### config.mk
export PLATFORM = sky130hd
export DESIGN_NAME = xup_shift_sequencer_flat
export DESIGN_NICKNAME = d
export VERILOG_FILES = /design/src/rtl/xup_shift_seq_pkg.sv /design/src/rtl/xup_shift_sequencer_if.sv /design/src/rtl/xup_shift_tick_gen.sv /design/src/rtl/xup_shift_sequencer.sv /design/src/flat_wrapper.sv
export SDC_FILE = /design/constraint.sdc
export NUM_CORES = 1
export LEC_CHECK = 0
export ABC_AREA = 1
export CAP_MARGIN = 5
export CORE_AREA = 2 2 39 41
export CTS_CLUSTER_SIZE = 20
export DETAILED_ROUTE_END_ITERATION = 8
export DIE_AREA = 0 0 41 43
export GPL_ROUTABILITY_DRIVEN = 1
export PLACE_DENSITY = 0.74
export RECOVER_POWER = 50
export SETUP_SLACK_MARGIN = 0.3
export SYNTH_ARGS = -nofsm -noshare
export SYNTH_HDL_FRONTEND = slang
export SYNTH_HIERARCHICAL = 1
export SYNTH_SLANG_ARGS = --single-unit
### constraint.sdc
create_clock -name clk -period 2.6 [get_ports clk]
set_input_delay 0.39 -clock clk [delete_from_list [all_inputs] [get_ports clk]]
set_output_delay 0.39 -clock clk [all_outputs]
set_load 0.1 [all_outputs]
### src/rtl/xup_shift_seq_pkg.sv
// Shared types and limits for the shift-register sequencer.
// Used by xup_shift_sequencer and its tick generator.
package xup_shift_seq_pkg;

  typedef enum logic [1:0] {
    IDLE  = 2'd0,
    LOAD  = 2'd1,
    SHIFT = 2'd2,
    DONE  = 2'd3
  } state_t;

  localparam int unsigned DIVIDE_MAX = 65535;

  // Width of a counter that must hold values 0..n-1; never narrower than one bit.
  function automatic int unsigned cnt_width(input int unsigned n);
    return (n > 1) ? $clog2(n) : 1;
  endfunction

endpackage

### src/rtl/xup_shift_sequencer_if.sv
// Word handshake and shift-register control bundle for xup_shift_sequencer.
// The master is the word producer; the slave is the sequencer.
interface xup_shift_sequencer_if #(
  parameter int unsigned SIZE = 4
);
  logic            start_valid;
  logic            start_ready;
  logic [SIZE-1:0] start_data;
  logic            start_dir;
  logic            abort;
  logic            busy;
  logic            done;
  logic            sr_load;
  logic            sr_en;
  logic            sr_dir;
  logic [SIZE-1:0] sr_parallel_in;

  modport master (
    output start_valid, start_data, start_dir, abort,
    input  start_ready, busy, done, sr_load, sr_en, sr_dir, sr_parallel_in
  );

  modport slave (
    input  start_valid, start_data, start_dir, abort,
    output start_ready, busy, done, sr_load, sr_en, sr_dir, sr_parallel_in
  );
endinterface

### src/rtl/xup_shift_tick_gen.sv
// Shift-rate prescaler: while run is high, tick pulses once every DIVIDE cycles.
// clear restarts the count so the first tick lands DIVIDE cycles after run begins.
module xup_shift_tick_gen
  import xup_shift_seq_pkg::*;
#(
  parameter int unsigned DIVIDE = 1
) (
  input  logic clk,
  input  logic reset,
  input  logic clear,
  input  logic run,
  output logic tick
);
  localparam int unsigned W = cnt_width(DIVIDE);
  localparam logic [W-1:0] LAST = W'(DIVIDE - 1);

  logic [W-1:0] r_presc;
  logic         w_at_last;

  assign w_at_last = (r_presc == LAST);
  assign tick      = run && w_at_last;

  always_ff @(posedge clk) begin
    if (reset || clear) begin
      r_presc <= '0;
    end else if (run) begin
      r_presc <= w_at_last ? '0 : r_presc + W'(1);
    end
  end
endmodule

### src/rtl/xup_shift_sequencer.sv
// Loads one word into an external shift register and issues SIZE shift enables.
// Optional capture of the shifted-in word: define XUP_SHIFT_SEQ_CAPTURE_EN.
module xup_shift_sequencer
  import xup_shift_seq_pkg::*;
#(
  parameter int unsigned SIZE   = 4,
  parameter int unsigned DIVIDE = 1
) (
  input  logic                  clk,
  input  logic                  reset,
  xup_shift_sequencer_if.slave  bus
`ifdef XUP_SHIFT_SEQ_CAPTURE_EN
  ,
  input  logic [SIZE-1:0]       sr_parallel_out,
  output logic [SIZE-1:0]       rx_data
`endif
);
  localparam int unsigned CW = $clog2(SIZE + 1);

  state_t          r_state;
  state_t          w_next;
  logic [SIZE-1:0] r_data;
  logic            r_dir;
  logic [CW-1:0]   r_bits;
  logic            w_tick;
  logic            w_last_bit;
  logic            w_handshake;
  logic            w_load;
  logic            w_en;
  logic            w_done;
  logic            w_busy;

  assign w_handshake = bus.start_valid && (r_state == IDLE);
  assign w_last_bit  = (r_bits == CW'(SIZE - 1));

  xup_shift_tick_gen #(
    .DIVIDE (DIVIDE)
  ) u_tick_gen (
    .clk   (clk),
    .reset (reset),
    .clear (r_state == LOAD),
    .run   (r_state == SHIFT),
    .tick  (w_tick)
  );

  always_ff @(posedge clk) begin
    if (reset) begin
      r_state <= IDLE;
    end else begin
      r_state <= w_next;
    end
  end

  always_comb begin
    w_next = r_state;
    w_load = 1'b0;
    w_en   = 1'b0;
    w_done = 1'b0;
    w_busy = 1'b1;
    case (r_state)
      IDLE: begin
        w_busy = 1'b0;
        if (bus.start_valid) w_next = LOAD;
      end
      LOAD: begin
        w_load = 1'b1;
        w_next = SHIFT;
      end
      SHIFT: begin
        w_en = w_tick;
        if (w_tick && w_last_bit) w_next = DONE;
      end
      DONE: begin
        w_done = 1'b1;
        w_next = IDLE;
      end
      default: w_next = IDLE;
    endcase
    // Abort only cancels work in flight; a word offered in IDLE is still taken.
    if (bus.abort && (r_state != IDLE)) w_next = IDLE;
  end

  always_ff @(posedge clk) begin
    if (reset) begin
      r_data <= '0;
      r_dir  <= 1'b0;
    end else if (w_handshake) begin
      r_data <= bus.start_data;
      r_dir  <= bus.start_dir;
    end
  end

  // Bit counter stops at SIZE because SHIFT is left on the SIZE-th tick.
  always_ff @(posedge clk) begin
    if (reset || (r_state == LOAD)) begin
      r_bits <= '0;
    end else if ((r_state == SHIFT) && w_tick) begin
      r_bits <= r_bits + CW'(1);
    end
  end

`ifdef XUP_SHIFT_SEQ_CAPTURE_EN
  always_ff @(posedge clk) begin
    if (reset) begin
      rx_data <= '0;
    end else if ((r_state == DONE) && !bus.abort) begin
      rx_data <= sr_parallel_out;
    end
  end
`endif

  assign bus.start_ready    = (r_state == IDLE);
  assign bus.busy           = w_busy;
  assign bus.done           = w_done;
  assign bus.sr_load        = w_load;
  assign bus.sr_en          = w_en;
  assign bus.sr_dir         = r_dir;
  assign bus.sr_parallel_in = r_data;
endmodule

### src/flat_wrapper.sv
// flat-port wrapper written by rule: the top's interface ports become plain ports
module xup_shift_sequencer_flat import xup_shift_seq_pkg::*;
#(
  parameter int unsigned SIZE   = 4,
  parameter int unsigned DIVIDE = 1
)
  (clk, reset, bus_start_valid, bus_start_data, bus_start_dir, bus_abort, bus_start_ready, bus_busy, bus_done, bus_sr_load, bus_sr_en, bus_sr_dir, bus_sr_parallel_in);
  xup_shift_sequencer_if #(.SIZE(SIZE)) bus_i ();
  input  logic clk;
  input  logic reset;
  input wire logic [$bits(bus_i.start_valid)-1:0] bus_start_valid;
  input wire logic [$bits(bus_i.start_data)-1:0] bus_start_data;
  input wire logic [$bits(bus_i.start_dir)-1:0] bus_start_dir;
  input wire logic [$bits(bus_i.abort)-1:0] bus_abort;
  output wire logic [$bits(bus_i.start_ready)-1:0] bus_start_ready;
  output wire logic [$bits(bus_i.busy)-1:0] bus_busy;
  output wire logic [$bits(bus_i.done)-1:0] bus_done;
  output wire logic [$bits(bus_i.sr_load)-1:0] bus_sr_load;
  output wire logic [$bits(bus_i.sr_en)-1:0] bus_sr_en;
  output wire logic [$bits(bus_i.sr_dir)-1:0] bus_sr_dir;
  output wire logic [$bits(bus_i.sr_parallel_in)-1:0] bus_sr_parallel_in;
  assign bus_i.start_valid = bus_start_valid;
  assign bus_i.start_data = bus_start_data;
  assign bus_i.start_dir = bus_start_dir;
  assign bus_i.abort = bus_abort;
  assign bus_start_ready = bus_i.start_ready;
  assign bus_busy = bus_i.busy;
  assign bus_done = bus_i.done;
  assign bus_sr_load = bus_i.sr_load;
  assign bus_sr_en = bus_i.sr_en;
  assign bus_sr_dir = bus_i.sr_dir;
  assign bus_sr_parallel_in = bus_i.sr_parallel_in;
  xup_shift_sequencer #(.SIZE(SIZE), .DIVIDE(DIVIDE)) u_core (.clk(clk), .reset(reset), .bus(bus_i));
endmodule
==> results of run 1 <==
sequential cells by signal (all words and copies together), names as in the netlist:
signal / flops
u_core/bus.sr_parallel_in: 4
u_core/r_bits: 3
u_core/r_state: 2
u_core/bus.sr_dir: 1
synth_stat cells:
library cell / instances / area share [%]
nand3_1: 2 / 2.0
o21ai_0: 7 / 7.0
dfxtp_1: 10 / 40
inv_1: 10 / 7.5
nor2_2: 1 / 1.2
a21oi_2: 1 / 1.7
inv_2: 1 / 0.75
o21ai_1: 1 / 1.0
nand2_1: 7 / 5.2
clkinv_2: 1 / 1.0
buf_4: 1 / 1.5
ha_1: 6 / 15
nor2_1: 13 / 9.7
a21oi_1: 4 / 4.0
nand2_2: 2 / 2.5
cell families after synthesis:
logic type      after synthesis
simple gates                 25
buf+inv                      13
fa+ha+maj                     6
compound gates               13
flops                        10
power by group:
part	internal (W)	switching (W)	leakage, nW
combinational	0.000117	0.000447	0.246
clock	0.0000850	0.0000552	0.0210
sequential	0.000189	0.0000209	0.0822
total	0.000391	0.000523	0.349
layout by cell type (no fill, tap or decap):
cell type,count
nor2_1,13
inv_1,10
dfxtp_1,10
buf_4,9
nand2_1,9
clkdlybuf4s50_1,8
o21ai_0,7
ha_1,6
a21oi_1,4
clkbuf_4,3
nand3_1,2
clkbuf_8,1
clkbuf_1,1
clkinvlp_2,1
inv_2,1
a21oi_2,1
nor2_2,1
o21ai_1,1
area by class of cell:
| cell class | instances | area share, % |
|---|---|---|
| clock buffers | 4 | 5.21 |
| inverters | 12 | 6.64 |
| multi-input cells | 44 | 34.8 |
| flip-flops and latches | 10 | 28.7 |
| well taps | 16 | 2.87 |
| repair buffers | 18 | 21.7 |
worst paths after layout:
| check | end |
|---|---|
| worst min register to register | u_core/r_bits[2] |
| worst max-delay path | bus_sr_parallel_in[2] |
| worst max register to register | u_core/bus.sr_parallel_in[3] |
| worst min-delay path | u_core/r_bits[2] |
metal layers:
metal | up-vias | GRT usage [%] | wire [um]
li1 | 252 | - | -
met1 | 194 | 16.9 | 456
met2 | 13 | 19.1 | 468
met3 | 2 | 4.71 | 54
met4 | 0 | 12.0 | 14
met5 | - | 0 | 0
per-stage QoR:
step                hold WS (ps)  instances  power (W)
global route                 508        104   0.000967
detailed placement           463        100   0.000788
floorplan                    435         67   0.000689
finish                       467        104   0.000914
global placement             457        100   0.000784
CTS                          473        104   0.000932
==> flow_metrics.py, run 1 <==
metrics = {
    "run_status": {
        "status": "finished, final reports clean",
    },
    "global_route": {
        "grt_max_degree": 7,
        "grt_pass1_wl_mm": 1.60,
        "antenna_found_initial": 0,
        "overflow": 0,
        "grt_pass1_vias": 389,
        "grt_util_all_layers_pct": 14.1,
    },
    "timing": {
        "fin_setup_tns_ps": 0,
        "worstMarginPinSlew_ps": 1160,
        "slew_viol_final": 0,
        "finalHoldViolations": 0,
        "setup_viol": 0,
        "finClkSkew_ps": 7.12,
        "layout_setup_ws_ps": 748,
        "slew_headroom_pct": 23.0,
        "fmax_mhz": 540,
        "rsz0062_at_grt": "false",
        "fin_crit_ps": 1850,
        "period_share_pct": 71.2,
    },
    "worst_setup_path": {
        "crit_buf_inv": 1,
        "endpoint_kind": "output port",
        "path_cells": "clkbuf_1",
        "arrival_ps": 1460,
        "crit_start": "u_core/bus.sr_parallel_in[2]",
        "path_class": "flop to output port",
        "critical_path.max_stage_delay_ps": 860,
        "worstPathMaxFanout": 2,
        "r2r_cells": 6,
        "r2r_setup_slack_ps": 1220,
        "cp.required_ps": 2210,
        "cpLargestDelayFamily": "buffers and inverters",
        "slowest_stage": "clkbuf_1",
        "worstSetupStartpointType": "flop",
        "reg2reg_from": "u_core/r_state[0]",
        "crit_cells": 1,
    },
    "route": {
        "drc_errors": 0,
        "ant_nets": 0,
        "detail_route.iter0.violations": 5,
        "first_pass_iters": 4,
        "avgViaCountPerCell": 4.43,
        "wl_per_cell_um": 9.55,
        "wirelength_um": 993,
        "vias": 461,
    },
    "clock_network": {
        "h-tree-depth": 1,
        "clock_latency_ps": 260,
        "cts.sink_count": 10,
        "cts_buffer_depth": 2,
        "cts_setup_buffers": 0,
        "numCtsBuffers": 3,
        "ctsHoldBuffers": 0,
        "clk_pin_slew_worst_paths_ps": 70,
        "cts_root_buf": "clkbuf_4",
        "cts_tree": "yes",
        "cts_resized": 0,
    },
    "synthesis": {
        "syn_inst": 67,
        "synth_mux_area_share_pct": 0,
        "synth-simple-area-share_pct": 20.7,
        "synth_xor_area_share_pct": 0,
        "netlist-cell-type-count": 15,
        "synth_compound_area_share_pct": 13.7,
        "yosysWarnings": 6,
        "syn_avg_cell_area_um2": 7.49,
        "synth-seq-cells": 10,
        "synthesis.nets": 82,
        "synth_top_family_by_area": "simple AND/OR/NAND/NOR gates",
        "netlist_area_um2": 502,
        "seq_area_frac_synth_pct": 39.9,
        "synth_fa_ha_area_share_pct": 15.0,
    },
    "die": {
        "ioPinCount": 19,
        "rows": 14,
        "initial_core_util_pct": 36.3,
        "die_area_um2": 1760,
        "core_area_um2": 1380,
        "die_h_um": 43,
        "fp.dieW_um": 41,
    },
    "placement": {
        "numPortBuffers": 18,
        "gp_congestion": 0.801,
        "dp_hpwl_um": 797,
        "dp_slack_ps": 1050,
        "placed_cell_area_um2": 669,
    },
    "finish": {
        "postLayoutCellArea_um2": 697,
        "area_growth_pct": 38.9,
        "finalCoreUtilization_pct": 50.4,
        "drive_gt1_share_pct": 19.3,
        "diodes": 0,
        "nets": 104,
        "fill_cells": 138,
        "multiInputGateArea_um2": 243,
        "regArea_um2": 200,
    },
    "power_and_ir_drop": {
        "leakage_nw": 0.349,
        "vdd_drop_max_mv": 0.631,
        "p_per_area_nw_per_um2": 1310,
    },
    "flow_run": {
        "max_cap_viol_count": 0,
    },
    "worst_hold_path": {
        "worst_hold_path_type": "flop to flop",
        "min_path_cells": 2,
        "hp-start": "u_core/r_bits[2]",
    },
}
Note: power is estimated with default switching activity, not from simulation.
==> run 2: changes to the inputs <==
- clock period: 2.6 -> 1.9 ns (I/O delays scaled with it)
==> run 2 against run 1 <==
Effect of this change:
- setup slack got worse by 470 ps
- clock-buffer cell count stayed put
- sequential cell count stayed put
- sequential power increased by 38%
- non-clock buffer count stayed put
- clock skew fell by 5.4 ps
- clock power increased by 44%
- highest routed layer unchanged
==> flow_metrics.py, run 2 (synthesized netlist as in run 1, its figures left out) <==
metrics = {
    "die": {
        "fp.dieW_um": 41,
        "initial_core_util_pct": 36.3,
        "core_area_um2": 1380,
        "die_h_um": 43,
        "die_area_um2": 1760,
        "rows": 14,
        "ioPinCount": 19,
    },
    "worst_hold_path": {
        "worst_hold_path_type": "flop to flop",
    },
    "timing": {
        "finClkSkew_ps": 1.77,
        "period_share_pct": 85.2,
        "fin_setup_tns_ps": 0,
        "fin_crit_ps": 1620,
        "slew_viol_final": 0,
        "fmax_mhz": 618,
        "finalHoldViolations": 0,
        "slew_headroom_pct": 64.0,
        "rsz0062_at_grt": "true",
        "layout_setup_ws_ps": 281,
        "worstMarginPinSlew_ps": 542,
        "setup_viol": 0,
    },
    "worst_setup_path": {
        "cp.required_ps": 1620,
        "reg2reg_to": "u_core/bus.sr_parallel_in[1]",
        "r2r_setup_slack_ps": 460,
        "worstSetupStartpointType": "flop",
        "r2r_cells": 6,
        "path_cells": "inv_1, ha_1, inv_2, buf_12",
        "endpoint_kind": "output port",
        "path_class": "flop to output port",
        "reg2reg_from": "u_core/r_state[1]",
        "worstPathMaxFanout": 4,
        "critical_path.max_stage_delay_ps": 390,
        "crit_path_end": "bus_busy",
        "slowest_stage": "dfxtp_1",
        "arrival_ps": 1330,
        "crit_start": "u_core/r_state[1]",
    },
    "global_route": {
        "grt_util_all_layers_pct": 13.6,
        "grt_pass1_wl_mm": 1.59,
        "antenna_found_initial": 0,
        "grt_max_degree": 7,
        "grt_pass1_vias": 381,
        "overflow": 0,
    },
    "clock_network": {
        "ctsHoldBuffers": 0,
        "cts_tree": "yes",
        "h-tree-depth": 1,
        "clk_pin_slew_worst_paths_ps": 70,
        "cts_root_buf": "clkbuf_4",
        "cts_setup_buffers": 0,
        "cts_resized": 0,
        "clock_latency_ps": 270,
        "cts_buffer_depth": 2,
        "numCtsBuffers": 3,
        "cts.sink_count": 10,
    },
    "power_and_ir_drop": {
        "vdd_drop_max_mv": 0.896,
        "total_power_w": 0.00137,
        "p_per_area_nw_per_um2": 1780,
        "leakage_nw": 0.370,
    },
    "route": {
        "wirelength_um": 963,
        "detail_route.iter0.violations": 7,
        "drc_errors": 0,
        "avgViaCountPerCell": 4.50,
        "ant_nets": 0,
        "wl_per_cell_um": 9.26,
        "first_pass_iters": 4,
        "vias": 468,
    },
    "finish": {
        "finalCoreUtilization_pct": 55.5,
        "regArea_um2": 201,
        "area_growth_pct": 53.1,
        "largest_register_ffs": 4,
        "nets": 104,
        "postLayoutCellArea_um2": 768,
        "drive_gt1_share_pct": 25.0,
        "layout_commonest_cell": "nor2_1",
        "fill_cells": 129,
        "final_cell_mix": "14 x nor2_1, 9 x dfxtp_1, 8 x clkdlybuf4s50_1, 8 x inv_1, 8 x nand2_1",
        "multiInputGateArea_um2": 250,
        "diodes": 0,
    },
    "placement": {
        "numPortBuffers": 18,
        "dp_slack_ps": 605,
        "gp_congestion": 0.811,
        "placed_cell_area_um2": 747,
        "dp_hpwl_um": 773,
    },
    "flow_run": {
        "max_cap_viol_count": 0,
    },
    "run_status": {
        "status": "finished, final reports clean",
    },
}
==> run 2: where the power goes <==
part	total, W	switching [W]	internal [W]
Clock	0.000201	0.0000843	0.000117
Sequential	0.000290	0.0000300	0.000260
Combinational	0.000877	0.000635	0.000241
Total	0.00137	0.000749	0.000618
==> run 2: through the flow <==
stage / hold slack [ps] / cells
floorplan: 424 / 67
global placement: 456 / 100
detailed placement: 460 / 100
CTS: 470 / 104
global route: 505 / 104
finish: 471 / 104
==> run 2: layer usage <==
| layer | vias up | GRT usage (%) | share of wire, % |
|---|---|---|---|
| li1 | 253 | - | - |
| met1 | 199 | 18.1 | 48 |
| met2 | 14 | 17.8 | 44 |
| met3 | 2 | 5.24 | 5.4 |
| met4 | 0 | 8.00 | 2.5 |
| met5 | - | 0 | 0 |
==> run 2: critical path, delay by kind of cell, from the launching register on <==
kind       cells  cell delay [ps]
fa+ha+maj      1              260
buf+inv        3              400
flops          1              390
==> run 2: worst min-delay path by stage <==
stage | endpoint | cells after the start | from | slack [ps]
floorplan | u_core/r_state[1] | 3 | reset | 420
global placement | u_core/r_bits[2] | 2 | u_core/r_bits[2] | 460
detailed placement | u_core/r_bits[2] | 2 | u_core/r_bits[2] | 460
CTS | u_core/r_bits[2] | 2 | u_core/r_bits[2] | 470
global route | u_core/r_bits[0] | 2 | u_core/r_bits[0] | 500
finish | u_core/r_bits[2] | 2 | u_core/r_bits[2] | 470
==> run 2: final cells by class <==
cell class | count | share of cell area (%)
clock buffers | 4 | 4.72
well taps | 16 | 2.61
inverters | 12 | 6.51
flip-flops and latches | 10 | 26.2
multi-input cells | 44 | 32.6
repair buffers | 18 | 27.4
==> run 3: changes to the inputs <==
- SKIP_LAST_GASP: unset -> 1
==> results of run 3 <==
Same layout as run 2: the final DEF is identical, and so are final timing and power.
